### src/rtl/vz16_decode_if.sv
// vz16_decode_if: fetch-side and dispatch-side bundle signals of the decode stage
interface vz16_decode_if #(parameter int DECODE_WIDTH = 2);
    logic                      flush;
    logic                      in_valid;
    logic                      in_ready;
    logic [DECODE_WIDTH-1:0]   in_lane_vld;
    logic [16*DECODE_WIDTH-1:0] in_inst;
    logic [15:0]               in_pc;
    logic                      out_valid;
    logic                      out_ready;
    logic [DECODE_WIDTH-1:0]   out_lane_vld;
    logic [10*DECODE_WIDTH-1:0] out_uop;
    logic [16*DECODE_WIDTH-1:0] out_pc;
    logic [4*DECODE_WIDTH-1:0] out_rn;
    logic [4*DECODE_WIDTH-1:0] out_r1;
    logic [4*DECODE_WIDTH-1:0] out_r2;
    logic [DECODE_WIDTH-1:0]   out_illegal;

    modport master (
        output flush, in_valid, in_lane_vld, in_inst, in_pc, out_ready,
        input  in_ready, out_valid, out_lane_vld, out_uop, out_pc, out_rn, out_r1, out_r2, out_illegal
    );

    modport slave (
        input  flush, in_valid, in_lane_vld, in_inst, in_pc, out_ready,
        output in_ready, out_valid, out_lane_vld, out_uop, out_pc, out_rn, out_r1, out_r2, out_illegal
    );
endinterface

### src/rtl/vz16_decode_stage.sv
// vz16_decode_stage: superscalar VZ16 decoder with a single registered, flushable output slot
module vz16_decode_stage #(
    parameter int DECODE_WIDTH = 2,
    parameter int CNT_W        = 32
) (
    input  logic             clk,
    input  logic             rst_n,
    vz16_decode_if.slave     bus,
    output logic [CNT_W-1:0] dec_count
);
    logic [10*DECODE_WIDTH-1:0] d_uop;
    logic [16*DECODE_WIDTH-1:0] d_pc;
    logic [4*DECODE_WIDTH-1:0]  d_rn;
    logic [4*DECODE_WIDTH-1:0]  d_r1;
    logic [4*DECODE_WIDTH-1:0]  d_r2;
    logic [DECODE_WIDTH-1:0]    d_vld;
    logic [DECODE_WIDTH-1:0]    d_ill;
    logic [CNT_W-1:0]           pop;
    logic                       accept;
    logic                       drain;

    function automatic logic [9:0] decode_op(input logic [3:0] op);
        logic [9:0] u;
        u = '0;
        casez (op)
            4'b0000: u = 10'h001;
            4'b0001: u = 10'h002;
            4'b001?: u = {1'b0, op[0], 8'h04};
            4'b010?: u = {1'b0, op[0], 8'h08};
            4'b011?: u = {1'b0, op[0], 8'h10};
            4'b100?: u = {1'b0, op[0], 8'h20};
            4'b1010: u = 10'h040;
            4'b1011: u = 10'h000;
            default: u = {op[1:0], 8'h80};
        endcase
        return u;
    endfunction

    assign bus.in_ready = !bus.out_valid || bus.out_ready;
    assign accept       = bus.in_valid && bus.in_ready && !bus.flush && |bus.in_lane_vld;
    assign drain        = bus.out_valid && bus.out_ready && !bus.flush;

    // Decode every lane; lanes younger than the first valid illegal lane are squashed
    always_comb begin
        logic seen;
        seen  = 1'b0;
        d_uop = '0;
        d_pc  = '0;
        d_rn  = '0;
        d_r1  = '0;
        d_r2  = '0;
        d_vld = '0;
        d_ill = '0;
        for (int i = 0; i < DECODE_WIDTH; i++) begin
            d_uop[10*i +: 10] = decode_op(bus.in_inst[16*i +: 4]);
            d_pc[16*i +: 16]  = bus.in_pc + 16'(i);
            d_rn[4*i +: 4]    = bus.in_inst[16*i+4 +: 4];
            d_r1[4*i +: 4]    = bus.in_inst[16*i+8 +: 4];
            d_r2[4*i +: 4]    = bus.in_inst[16*i+12 +: 4];
            d_vld[i]          = bus.in_lane_vld[i] && !seen;
            d_ill[i]          = d_vld[i] && (bus.in_inst[16*i +: 4] == 4'b1011);
            if (d_ill[i]) seen = 1'b1;
        end
    end

    // Number of surviving lanes in the held bundle
    always_comb begin
        pop = '0;
        for (int i = 0; i < DECODE_WIDTH; i++) pop = pop + CNT_W'(bus.out_lane_vld[i]);
    end

    // Output slot: flush kills, accept replaces (even while draining), drain empties
    always_ff @(posedge clk or negedge rst_n) begin
        if (!rst_n) begin
            bus.out_valid    <= 1'b0;
            bus.out_lane_vld <= '0;
            bus.out_uop      <= '0;
            bus.out_pc       <= '0;
            bus.out_rn       <= '0;
            bus.out_r1       <= '0;
            bus.out_r2       <= '0;
            bus.out_illegal  <= '0;
        end else if (bus.flush) begin
            bus.out_valid    <= 1'b0;
            bus.out_lane_vld <= '0;
        end else if (accept) begin
            bus.out_valid    <= 1'b1;
            bus.out_lane_vld <= d_vld;
            bus.out_uop      <= d_uop;
            bus.out_pc       <= d_pc;
            bus.out_rn       <= d_rn;
            bus.out_r1       <= d_r1;
            bus.out_r2       <= d_r2;
            bus.out_illegal  <= d_ill;
        end else if (bus.out_ready) begin
            bus.out_valid    <= 1'b0;
        end
    end

    // Count lanes actually handed to dispatch
    always_ff @(posedge clk or negedge rst_n) begin
        if (!rst_n) dec_count <= '0;
        else if (drain) dec_count <= dec_count + pop;
    end
endmodule
### src/flat_wrapper.sv
// flat-port wrapper written by rule: the top's interface ports become plain ports
module vz16_decode_stage_flat 
#(
    parameter int DECODE_WIDTH = 2,
    parameter int CNT_W        = 32
)
  (clk, rst_n, dec_count, bus_flush, bus_in_valid, bus_in_lane_vld, bus_in_inst, bus_in_pc, bus_out_ready, bus_in_ready, bus_out_valid, bus_out_lane_vld, bus_out_uop, bus_out_pc, bus_out_rn, bus_out_r1, bus_out_r2, bus_out_illegal);
  vz16_decode_if #(.DECODE_WIDTH(DECODE_WIDTH)) bus_i ();
  input  logic clk;
  input  logic rst_n;
  output logic [CNT_W-1:0] dec_count;
  input wire logic [$bits(bus_i.flush)-1:0] bus_flush;
  input wire logic [$bits(bus_i.in_valid)-1:0] bus_in_valid;
  input wire logic [$bits(bus_i.in_lane_vld)-1:0] bus_in_lane_vld;
  input wire logic [$bits(bus_i.in_inst)-1:0] bus_in_inst;
  input wire logic [$bits(bus_i.in_pc)-1:0] bus_in_pc;
  input wire logic [$bits(bus_i.out_ready)-1:0] bus_out_ready;
  output wire logic [$bits(bus_i.in_ready)-1:0] bus_in_ready;
  output wire logic [$bits(bus_i.out_valid)-1:0] bus_out_valid;
  output wire logic [$bits(bus_i.out_lane_vld)-1:0] bus_out_lane_vld;
  output wire logic [$bits(bus_i.out_uop)-1:0] bus_out_uop;
  output wire logic [$bits(bus_i.out_pc)-1:0] bus_out_pc;
  output wire logic [$bits(bus_i.out_rn)-1:0] bus_out_rn;
  output wire logic [$bits(bus_i.out_r1)-1:0] bus_out_r1;
  output wire logic [$bits(bus_i.out_r2)-1:0] bus_out_r2;
  output wire logic [$bits(bus_i.out_illegal)-1:0] bus_out_illegal;
  assign bus_i.flush = bus_flush;
  assign bus_i.in_valid = bus_in_valid;
  assign bus_i.in_lane_vld = bus_in_lane_vld;
  assign bus_i.in_inst = bus_in_inst;
  assign bus_i.in_pc = bus_in_pc;
  assign bus_i.out_ready = bus_out_ready;
  assign bus_in_ready = bus_i.in_ready;
  assign bus_out_valid = bus_i.out_valid;
  assign bus_out_lane_vld = bus_i.out_lane_vld;
  assign bus_out_uop = bus_i.out_uop;
  assign bus_out_pc = bus_i.out_pc;
  assign bus_out_rn = bus_i.out_rn;
  assign bus_out_r1 = bus_i.out_r1;
  assign bus_out_r2 = bus_i.out_r2;
  assign bus_out_illegal = bus_i.out_illegal;
  vz16_decode_stage #(.DECODE_WIDTH(DECODE_WIDTH), .CNT_W(CNT_W)) u_core (.clk(clk), .rst_n(rst_n), .bus(bus_i), .dec_count(dec_count));
endmodule
### config.mk
export PLATFORM = sky130hd
export DESIGN_NAME = vz16_decode_stage_flat
export DESIGN_NICKNAME = d
export VERILOG_FILES = /design/src/rtl/vz16_decode_if.sv /design/src/rtl/vz16_decode_stage.sv /design/src/flat_wrapper.sv
export SDC_FILE = /design/constraint.sdc
export NUM_CORES = 1
export LEC_CHECK = 0
export CORE_MARGIN = 2
export CORE_UTILIZATION = 49
export CTS_CLUSTER_SIZE = 8
export DETAILED_ROUTE_END_ITERATION = 6
export HOLD_SLACK_MARGIN = 0.12
export PLACE_DENSITY_LB_ADDON = 0.15
export SLEW_MARGIN = 20
export SYNTH_ARGS = -nofsm -noshare
export SYNTH_HDL_FRONTEND = slang
export SYNTH_SLANG_ARGS = --single-unit
### constraint.sdc
create_clock -name clk -period 6.2 [get_ports clk]
set_input_delay 1.24 -clock clk [delete_from_list [all_inputs] [get_ports clk]]
set_output_delay 1.24 -clock clk [all_outputs]
set_load 0.05 [all_outputs]
==> run_results.csv, run 1 <==
group,metric,value,unit
drt,drt-pass1-iter-count,4,
clock_network,cts_buffers,17,
logic_synthesis,synth.most_common_cell,"dfrtp_1",
critical_path,start_kind,"primary input",
layout,fin_util,75.2,%
global_route,use_met3,7.67,%
logic_synthesis,yosysTopAreaCell,"dfrtp_1",
critical_path,cp_top_family,"buffers and inverters",
drt,routed_wl,11900,microns
global_route,top_usage_layer,"met2",
logic_synthesis,yosysUniqueCellTypes,39,
layout,multiInputGateArea,2030,sq um
logic_synthesis,avgSynthCellArea,11.5,sq um
logic_synthesis,seq_area_frac_synth,56.9,%
power_and_ir_drop,cellLeakagePower,3.17,nW
die,die-area,11000,sq um
sta,post-route-min-period,4220,ps
clock_network,cts_setup_buffers,0,
power_and_ir_drop,pwr-share-clk,38.0,%
clock_network,worstSkewPairLatency,500,ps
sta,post-route-period-util,68.0,%
critical_path,end_kind,"output port",
drt,ant_nets,0,
layout,drive_above_1_share,13.5,%
drt,drc_errors,0,
critical_path,cp_num_buf_inv,2,
power_and_ir_drop,power_frac_seq,34.1,%
global_route,grt_pass1_wl,19300,microns
critical_path,critPathSlowestCell,"clkdlybuf4s50_1",
logic_synthesis,synthArstFlopShare,100,%
logic_synthesis,synth_seq_cells,113,
logic_synthesis,yosys.area.top_type_share,56.9,%
sta,rsz0062_at_grt,"no",
critical_path,crit_required,4960,ps
power_and_ir_drop,design_power_total,2.59,mW
logic_synthesis,netlist_top_cells_count,"113 x dfrtp_1, 66 x nand2_1, 40 x mux2_2, 37 x o21ai_0, 30 x xnor2_1",
placed_design,port_buffers,168,
layout,layout.cells.non_filler,749,
clock_network,htreeDepth,4,
critical_path,path_class,"primary input to output port",
global_route,grt_use_met2,35.3,%
global_route,grt_pass1_vias,3893,
global_route,grt_use_total,22.1,%
power_and_ir_drop,max-vdd-ir-drop,0.222,mV
die,rows,36,
logic_synthesis,ys_warn_count,0,
power_and_ir_drop,power_density,351,nW/um^2
logic_synthesis,syn_inst,434,
logic_synthesis,yosys-top-cells-area,"dfrtp_1 57%, mux2_2 9.1%, xnor2_1 5.3%",
sta,finalSetupViolCount,0,
critical_path,crit_arrival,2980,ps
die,die_y,105,microns
sta,fin_setup_tns,0,ps
drt,wl_per_cell,15.8,microns
run,cap_viol_max_count,0,
worst_hold_path,hp-class,"register to register",
layout,syn2layout_area_growth,48.6,%
power_and_ir_drop,p_switching,837,uW
critical_path,crit_fanout,6,
placed_design,gp_congestion,0.777,
global_route,overflow,0,
logic_synthesis,synth_enable_flop_cells,0,
sta,setup_slack,1980,ps
sta,finalHoldViolCount,0,
power_and_ir_drop,comb_power_share,27.9,%
power_and_ir_drop,p_sw_share,32.3,%
clock_network,ctsHoldBuffers,0,
drt,drtIter0Drc,123,
power_and_ir_drop,power.internal,1.75,mW
sta,hold_ws,470,ps
logic_synthesis,synth_area,4970,sq um
outcome,status,"complete, no violations",
placed_design,hpwl,8380,microns
die,core-area,9820,sq um
sta,tightest_slew,879,ps
clock_network,cts.sinks,113,
clock_network,clk_pin_slew,50,ps
layout,fin_area,7390,sq um
sta,slew_headroom,41.0,%
placed_design,place_ws,1990,ps
critical_path,path_cells,"clkdlybuf4s50_1 -> nand2b_1 -> clkdlybuf4s50_1",
logic_synthesis,synth_ff_type,"dfrtp_1",
global_route,grt_max_degree,83,
placed_design,dp.cells,717,
clock_network,clockBufferDepth,2,
sta,fmax,237,MHz
logic_synthesis,syn_nets,494,
drt,viasPerCell,5.20,
die,die_w,105,microns
global_route,antenna_found_initial,0,
layout,fillers,700,
critical_path,crit_top_cell,"clkdlybuf4s50_1",
layout,antenna_cells,0,
clock_network,cts_tree,"done",
clock_network,cts_resized,0,
layout,nets,664,
critical_path,max_stage_delay,870,ps
die,start_util,50.6,%
sta,slew_viol_final,0,
clock_network,cts-root-buf,"clkbuf_8",
die,pin_count,169,
placed_design,placement.cell_area,6770,sq um
drt,vias,3893,
sta,finClkSkew,6.18,ps
layout,regArea,2830,sq um
global_route,use_met1,27.8,%
==> state kept, by name, summed over array words and instances (netlist names) <==
register                 count
u_core.bus.out_r2            8
u_core.bus.out_r1            8
u_core.bus.out_rn            8
u_core.bus.out_pc           32
u_core.bus.out_lane_vld      2
u_core.bus.out_illegal       2
u_core.dec_count            32
u_core.bus.out_valid         1
u_core.bus.out_uop          20
==> placed cells by master (no fill, tap or decap), types with 4 or more instances in the layout <==
| cell type | count |
|---|---|
| and3_1 | 7 |
| bufinv_16 | 4 |
| clkbuf_16 | 16 |
| clkdlybuf4s50_1 | 167 |
| dfrtp_1 | 113 |
| ha_1 | 4 |
| inv_1 | 9 |
| mux2_2 | 40 |
| nand2_1 | 66 |
| nand3_1 | 19 |
| nand4_1 | 11 |
| nor2_1 | 15 |
| nor3_1 | 9 |
| nor4_1 | 5 |
| o21ai_0 | 37 |
| o41ai_1 | 4 |
| xnor2_1 | 30 |
| xor2_1 | 16 |
==> routing by layer <==
layer | wire, microns | vias up
li1 | - | 1857
met1 | 4970 | 1887
met2 | 5770 | 129
met3 | 898 | 20
met4 | 220 | 0
met5 | 0 | -
==> power groups by stage <==
stage | Clock [mW] | Sequential (mW) | Combinational (mW)
floorplan | 0 | 1.22 | 0.117
global placement | 0 | 0.889 | 0.719
detailed placement | 0 | 0.895 | 0.727
CTS | 1.00 | 0.883 | 0.730
global route | 1.04 | 0.896 | 0.760
finish | 0.985 | 0.883 | 0.724
==> final timing paths <==
| kind | start | to | slack, ps | depth (start not counted) |
|---|---|---|---|---|
| hold reg to reg | u_core.bus.out_uop[16] | u_core.bus.out_uop[16] | 470 | 2 |
| setup reg to reg | u_core.bus.out_lane_vld[0] | u_core.dec_count[26] | 3660 | 8 |
| hold / removal | u_core.bus.out_uop[16] | u_core.bus.out_uop[16] | 470 | 2 |
| min in group asynchronous | rst_n | u_core.dec_count[26] | 780 | 1 |
| max in group asynchronous | rst_n | u_core.bus.out_pc[9] | 4240 | 2 |
| setup / recovery | bus_out_ready | bus_in_ready | 1980 | 3 |
==> final cells by class <==
class                      count  area share, %
multi-input combinational    292           27.5
sequential                   113           38.3
timing repair buffer         171           23.3
clock inverter                10           2.15
clock buffer                  21           6.08
tap                          133           2.25
inverter                       9          0.457
==> tightest hold or removal path: stages, from the launching register on <==
cell and delay (ps):
dfrtp_1 340, nand2_1 50, o41ai_1 50
==> logic make-up (layout without fill, tap and decap cells) <==
kind of cell / count (synthesis) / after routing / synth area share (%)
buf+inv: 29 / 211 / 2.52
mux: 40 / 40 / 9.06
fa+ha+maj: 5 / 5 / 1.41
compound gates: 47 / 47 / 5.54
simple gates: 154 / 154 / 16.5
xor+xnor: 46 / 46 / 8.10
flops: 113 / 113 / 56.9
(Power assumes the default switching activity.)
==> inputs of run 2 (changes only) <==
Settings changed: CORE_UTILIZATION 49 to 41.
Clock period 6.2 ns to 3.4 ns, I/O delays scaled along.
==> run_results.csv, run 2 (same netlist as run 1, synthesis figures left out) <==
group,metric,value,unit
power_and_ir_drop,max-vdd-ir-drop,0.380,mV
drt,wl_per_cell,15.4,microns
die,die-area,13000,sq um
sta,finalSetupViolCount,0,
critical_path,start_kind,"register",
critical_path,crit_fanout,7,
clock_network,cts_resized,0,
global_route,grt_use_total,19.0,%
clock_network,ctsHoldBuffers,0,
clock_network,cts-root-buf,"clkbuf_16",
layout,reg.largest.list,"u_core.bus.out_pc: 32 flops, u_core.dec_count: 32 flops, u_core.bus.out_uop: 20 flops",
die,die_w,114,microns
die,core-area,11900,sq um
worst_hold_path,hp-class,"primary input to async pin",
clock_network,htreeDepth,4,
critical_path,end_kind,"register",
power_and_ir_drop,design_power_total,4.74,mW
clock_network,worstSkewPairLatency,400,ps
die,rows,40,
drt,viasPerCell,5.01,
drt,drtIter0Drc,164,
sta,post-route-min-period,2560,ps
sta,fmax,390,MHz
sta,fin_setup_tns,0,ps
layout,antenna_cells,0,
sta,finClkSkew,5.90,ps
layout,final_common_cell,"clkdlybuf4s50_1",
placed_design,gp_congestion,0.804,
sta,slew_headroom,44.2,%
clock_network,cts_buffers,17,
drt,vias,3829,
run,cap_viol_max_count,0,
clock_network,clk_pin_slew,50,ps
critical_path,rrSetupSlack,840,ps
drt,ant_nets,0,
die,pin_count,169,
sta,slew_viol_final,0,
drt,drt-pass1-iter-count,4,
layout,syn2layout_area_growth,49.6,%
clock_network,cts_setup_buffers,0,
clock_network,clockBufferDepth,2,
global_route,antenna_found_initial,0,
power_and_ir_drop,cellLeakagePower,3.20,nW
layout,final_cell_mix,"166 x clkdlybuf4s50_1, 113 x dfrtp_1, 66 x nand2_1, 40 x mux2_2, 37 x o21ai_0",
power_and_ir_drop,power_density,637,nW/um^2
clock_network,cts_tree,"done",
drt,drc_errors,0,
sta,post-route-period-util,75.4,%
placed_design,port_buffers,168,
clock_network,cts.sinks,113,
sta,rsz0062_at_grt,"no",
global_route,grt_max_degree,70,
die,die_y,114,microns
critical_path,crit_arrival,2840,ps
global_route,grt_pass1_wl,19100,microns
global_route,grt_pass1_vias,3866,
layout,drive_above_1_share,13.9,%
sta,tightest_slew,837,ps
die,start_util,41.7,%
layout,nets,666,
drt,routed_wl,11800,microns
sta,finalHoldViolCount,0,
global_route,overflow,0,
critical_path,path_class,"register to register",
critical_path,crit_required,3680,ps
placed_design,hpwl,8600,microns
outcome,status,"complete, no violations",
run 2: per-layer routing:
layer	vias up	global-route usage, %	wire length (microns)
li1	1851	-	-
met1	1851	23.8	5050
met2	115	29.8	5600
met3	12	7.25	995
met4	0	7.56	161
met5	-	0	0
run 2: stage by stage:
stage | cell area (sq um) | std cells | hold slack [ps] | utilization (%) | setup WS (ps)
after floorplan | 4970 | 434 | 384 | - | 896
after global placement | 6820 | 734 | 461 | 57.2 | 893
after detailed placement | 6820 | 734 | 467 | 57.2 | 844
after CTS | 7440 | 765 | 411 | 62.4 | 851
after global routing | 7440 | 765 | 440 | 62.4 | 683
final | 7440 | 765 | 368 | 62.4 | 838
run 2: path summary, 6_finish.rpt:
path	startpoint	to	depth (start not counted)
worst max register to register	u_core.bus.out_lane_vld[1]	u_core.dec_count[24]	8
min in group clk	u_core.bus.out_uop[7]	u_core.bus.out_uop[7]	2
worst min-delay path	rst_n	u_core.dec_count[19]	1
worst max-delay path	u_core.bus.out_lane_vld[1]	u_core.dec_count[24]	8
max in group asynchronous	rst_n	u_core.dec_count[3]	2
worst min register to register	u_core.bus.out_uop[7]	u_core.bus.out_uop[7]	2
run 2: worst max-delay path, cell delays in order, from the launching register on:
cell      delay, ps
dfrtp_1         400
ha_1            290
ha_1            150
inv_1            50
fa_1            370
nand4b_1        280
nor2_1          510
nand4b_1        190
xnor2_1         180
run 2: where the power goes:
part | total [mW] | switching, mW | internal (mW)
registers | 1.61 | 0.0955 | 1.52
clock network | 1.81 | 0.563 | 1.25
logic | 1.32 | 0.853 | 0.464
run 2: layout make-up:
cell class              count  area [sq um]
repair buffers            173          1740
fillers                  1010          4470
well taps                 147           184
flip-flops and latches    113          2830
clock buffers              28           557
inverters                   9          33.8
clock inverters             3          65.1
multi-input cells         292          2030
==> inputs of run 3 (changes only) <==
Settings changed: CORE_UTILIZATION 41 to 46.
Clock period 3.4 ns to 2.5 ns, I/O delays scaled along.
==> run_results.csv, run 3 (same netlist as run 1, synthesis figures left out) <==
group,metric,value,unit
sta,setup_slack,98.6,ps
sta,tightest_slew,654,ps
layout,fin_area,7460,sq um
placed_design,hpwl,8810,microns
global_route,antenna_found_initial,0,
layout,drive_above_1_share,15.6,%
critical_path,start_kind,"register",
clock_network,cts.sinks,113,
critical_path,max_stage_delay,410,ps
placed_design,dp.cells,732,
run,cap_viol_max_count,0,
critical_path,crit_arrival,2820,ps
sta,post-route-period-util,96.1,%
critical_path,critPathSlowestCell,"dfrtp_2",
layout,final_cell_mix,"166 x clkdlybuf4s50_1, 112 x dfrtp_1, 66 x nand2_1, 40 x mux2_2, 37 x o21ai_0",
placed_design,place_ws,159,ps
placed_design,port_buffers,168,
global_route,overflow,0,
critical_path,crit_required,2920,ps
clock_network,worstSkewPairLatency,510,ps
layout,syn2layout_area_growth,50.1,%
layout,layout.cells.non_filler,765,
power_and_ir_drop,power_density,822,nW/um^2
die,die-area,11700,sq um
drt,vias,3967,
global_route,grt_max_degree,53,
power_and_ir_drop,max-vdd-ir-drop,0.457,mV
drt,ant_nets,0,
drt,drtIter0Drc,178,
global_route,grt_pass1_wl,19200,microns
drt,wl_per_cell,15.9,microns
sta,finalHoldViolCount,0,
layout,multiInputGateArea,2040,sq um
die,pin_count,169,
critical_path,crit_top_cell,"ha_1",
critical_path,cp_top_family,"adder cells",
sta,post-route-min-period,2400,ps
global_route,grt_use_total,21.2,%
clock_network,htreeDepth,4,
layout,reg.largest.list,"u_core.bus.out_pc: 32 flops, u_core.dec_count: 32 flops, u_core.bus.out_uop: 20 flops",
sta,fin_setup_tns,0,ps
critical_path,crit_fanout,4,
placed_design,placement.cell_area,6910,sq um
drt,routed_wl,12200,microns
critical_path,end_kind,"register",
critical_path,path_class,"register to register",
die,die_w,108,microns
worst_hold_path,hp-class,"register to register",
layout,regArea,2830,sq um
critical_path,path_cells,"ha_1 -> ha_1 -> inv_1 -> fa_2 -> nand4b_1 -> nor4_4 -> buf_4 -> nand3_1 -> xnor2_1",
layout,antenna_cells,0,
sta,finClkSkew,7.18,ps
clock_network,cts_buffers,17,
clock_network,cts-root-buf,"clkbuf_8",
die,rows,37,
sta,slew_viol_final,0,
sta,fmax,416,MHz
die,core-area,10400,sq um
clock_network,clockBufferDepth,2,
drt,drc_errors,0,
layout,nets,677,
sta,hold_ws,476,ps
power_and_ir_drop,design_power_total,6.14,mW
placed_design,gp_congestion,0.894,
layout,fillers,770,
clock_network,cts_tree,"done",
sta,finalSetupViolCount,0,
global_route,grt_pass1_vias,3910,
outcome,status,"complete, no violations",
die,start_util,47.7,%
drt,drt-pass1-iter-count,4,
layout,fin_util,71.7,%
sta,slew_headroom,56.1,%
clock_network,clk_pin_slew,60,ps
die,die_y,108,microns
layout,final_common_cell,"clkdlybuf4s50_1",
critical_path,cp_num_buf_inv,2,
power_and_ir_drop,cellLeakagePower,3.21,nW
drt,viasPerCell,5.19,
run 3: cell types whose count changed in the layout (fill, tap and decap cells not counted), moves of 3 or more:
cell / before / now
buf_12: 2 / 5
buf_4: 5 / 12
clkbuf_8: 9 / 2
clkinvlp_4: 0 / 3
clkinv_2: 1 / 6
run 3: layout make-up:
type / count / share of cell area (%)
multi-input combinational: 292 / 27.4
clock buffer: 20 / 5.83
tap: 136 / 2.28
sequential: 113 / 37.9
clock inverter: 11 / 1.22
timing repair buffer: 184 / 24.9
inverter: 9 / 0.453
run 3: tightest hold or removal path, delay by kind of cell, from the launching register on:
kind | cells | cell delay (ps)
compound gates | 1 | 60
flops | 1 | 340
simple gates | 1 | 50
run 3: path summary, 6_finish.rpt:
path                                             from                    end  slack, ps  cells past startpoint
min in group asynchronous                       rst_n   u_core.dec_count[30]        490                      2
hold / removal                  u_core.bus.out_pc[16]  u_core.bus.out_pc[16]        480                      2
setup / recovery           u_core.bus.out_lane_vld[0]   u_core.dec_count[18]        100                      9
max in group asynchronous                       rst_n  u_core.bus.out_pc[30]       1370                      3
hold reg to reg                 u_core.bus.out_pc[16]  u_core.bus.out_pc[16]        480                      2
setup reg to reg           u_core.bus.out_lane_vld[0]   u_core.dec_count[18]        100                      9
run 3: report_power, final:
| group | internal (mW) | leakage (nW) | switching [mW] |
|---|---|---|---|
| combinational | 0.649 | 1.51 | 1.16 |
| clock | 1.32 | 0.256 | 0.808 |
| sequential | 2.06 | 1.45 | 0.132 |
run 3: what timing repair did:
| item | in CTS | in global routing |
|---|---|---|
| gates resized for setup | 0 | 2 |
| setup buffers | 0 | 1 |
| hold buffers | 1 | 0 |
| endpoints found under the setup margin | 0 | 1 |
| hold endpoints to repair | 32 | 0 |
run 3: per-layer routing:
layer	part of all wire, %	global-route usage, %	vias up
met2	50	35.4	138
met3	8.3	8.74	15
li1	-	-	1888
met1	41	25.2	1926
met4	1.3	6.32	0
met5	0	0	-
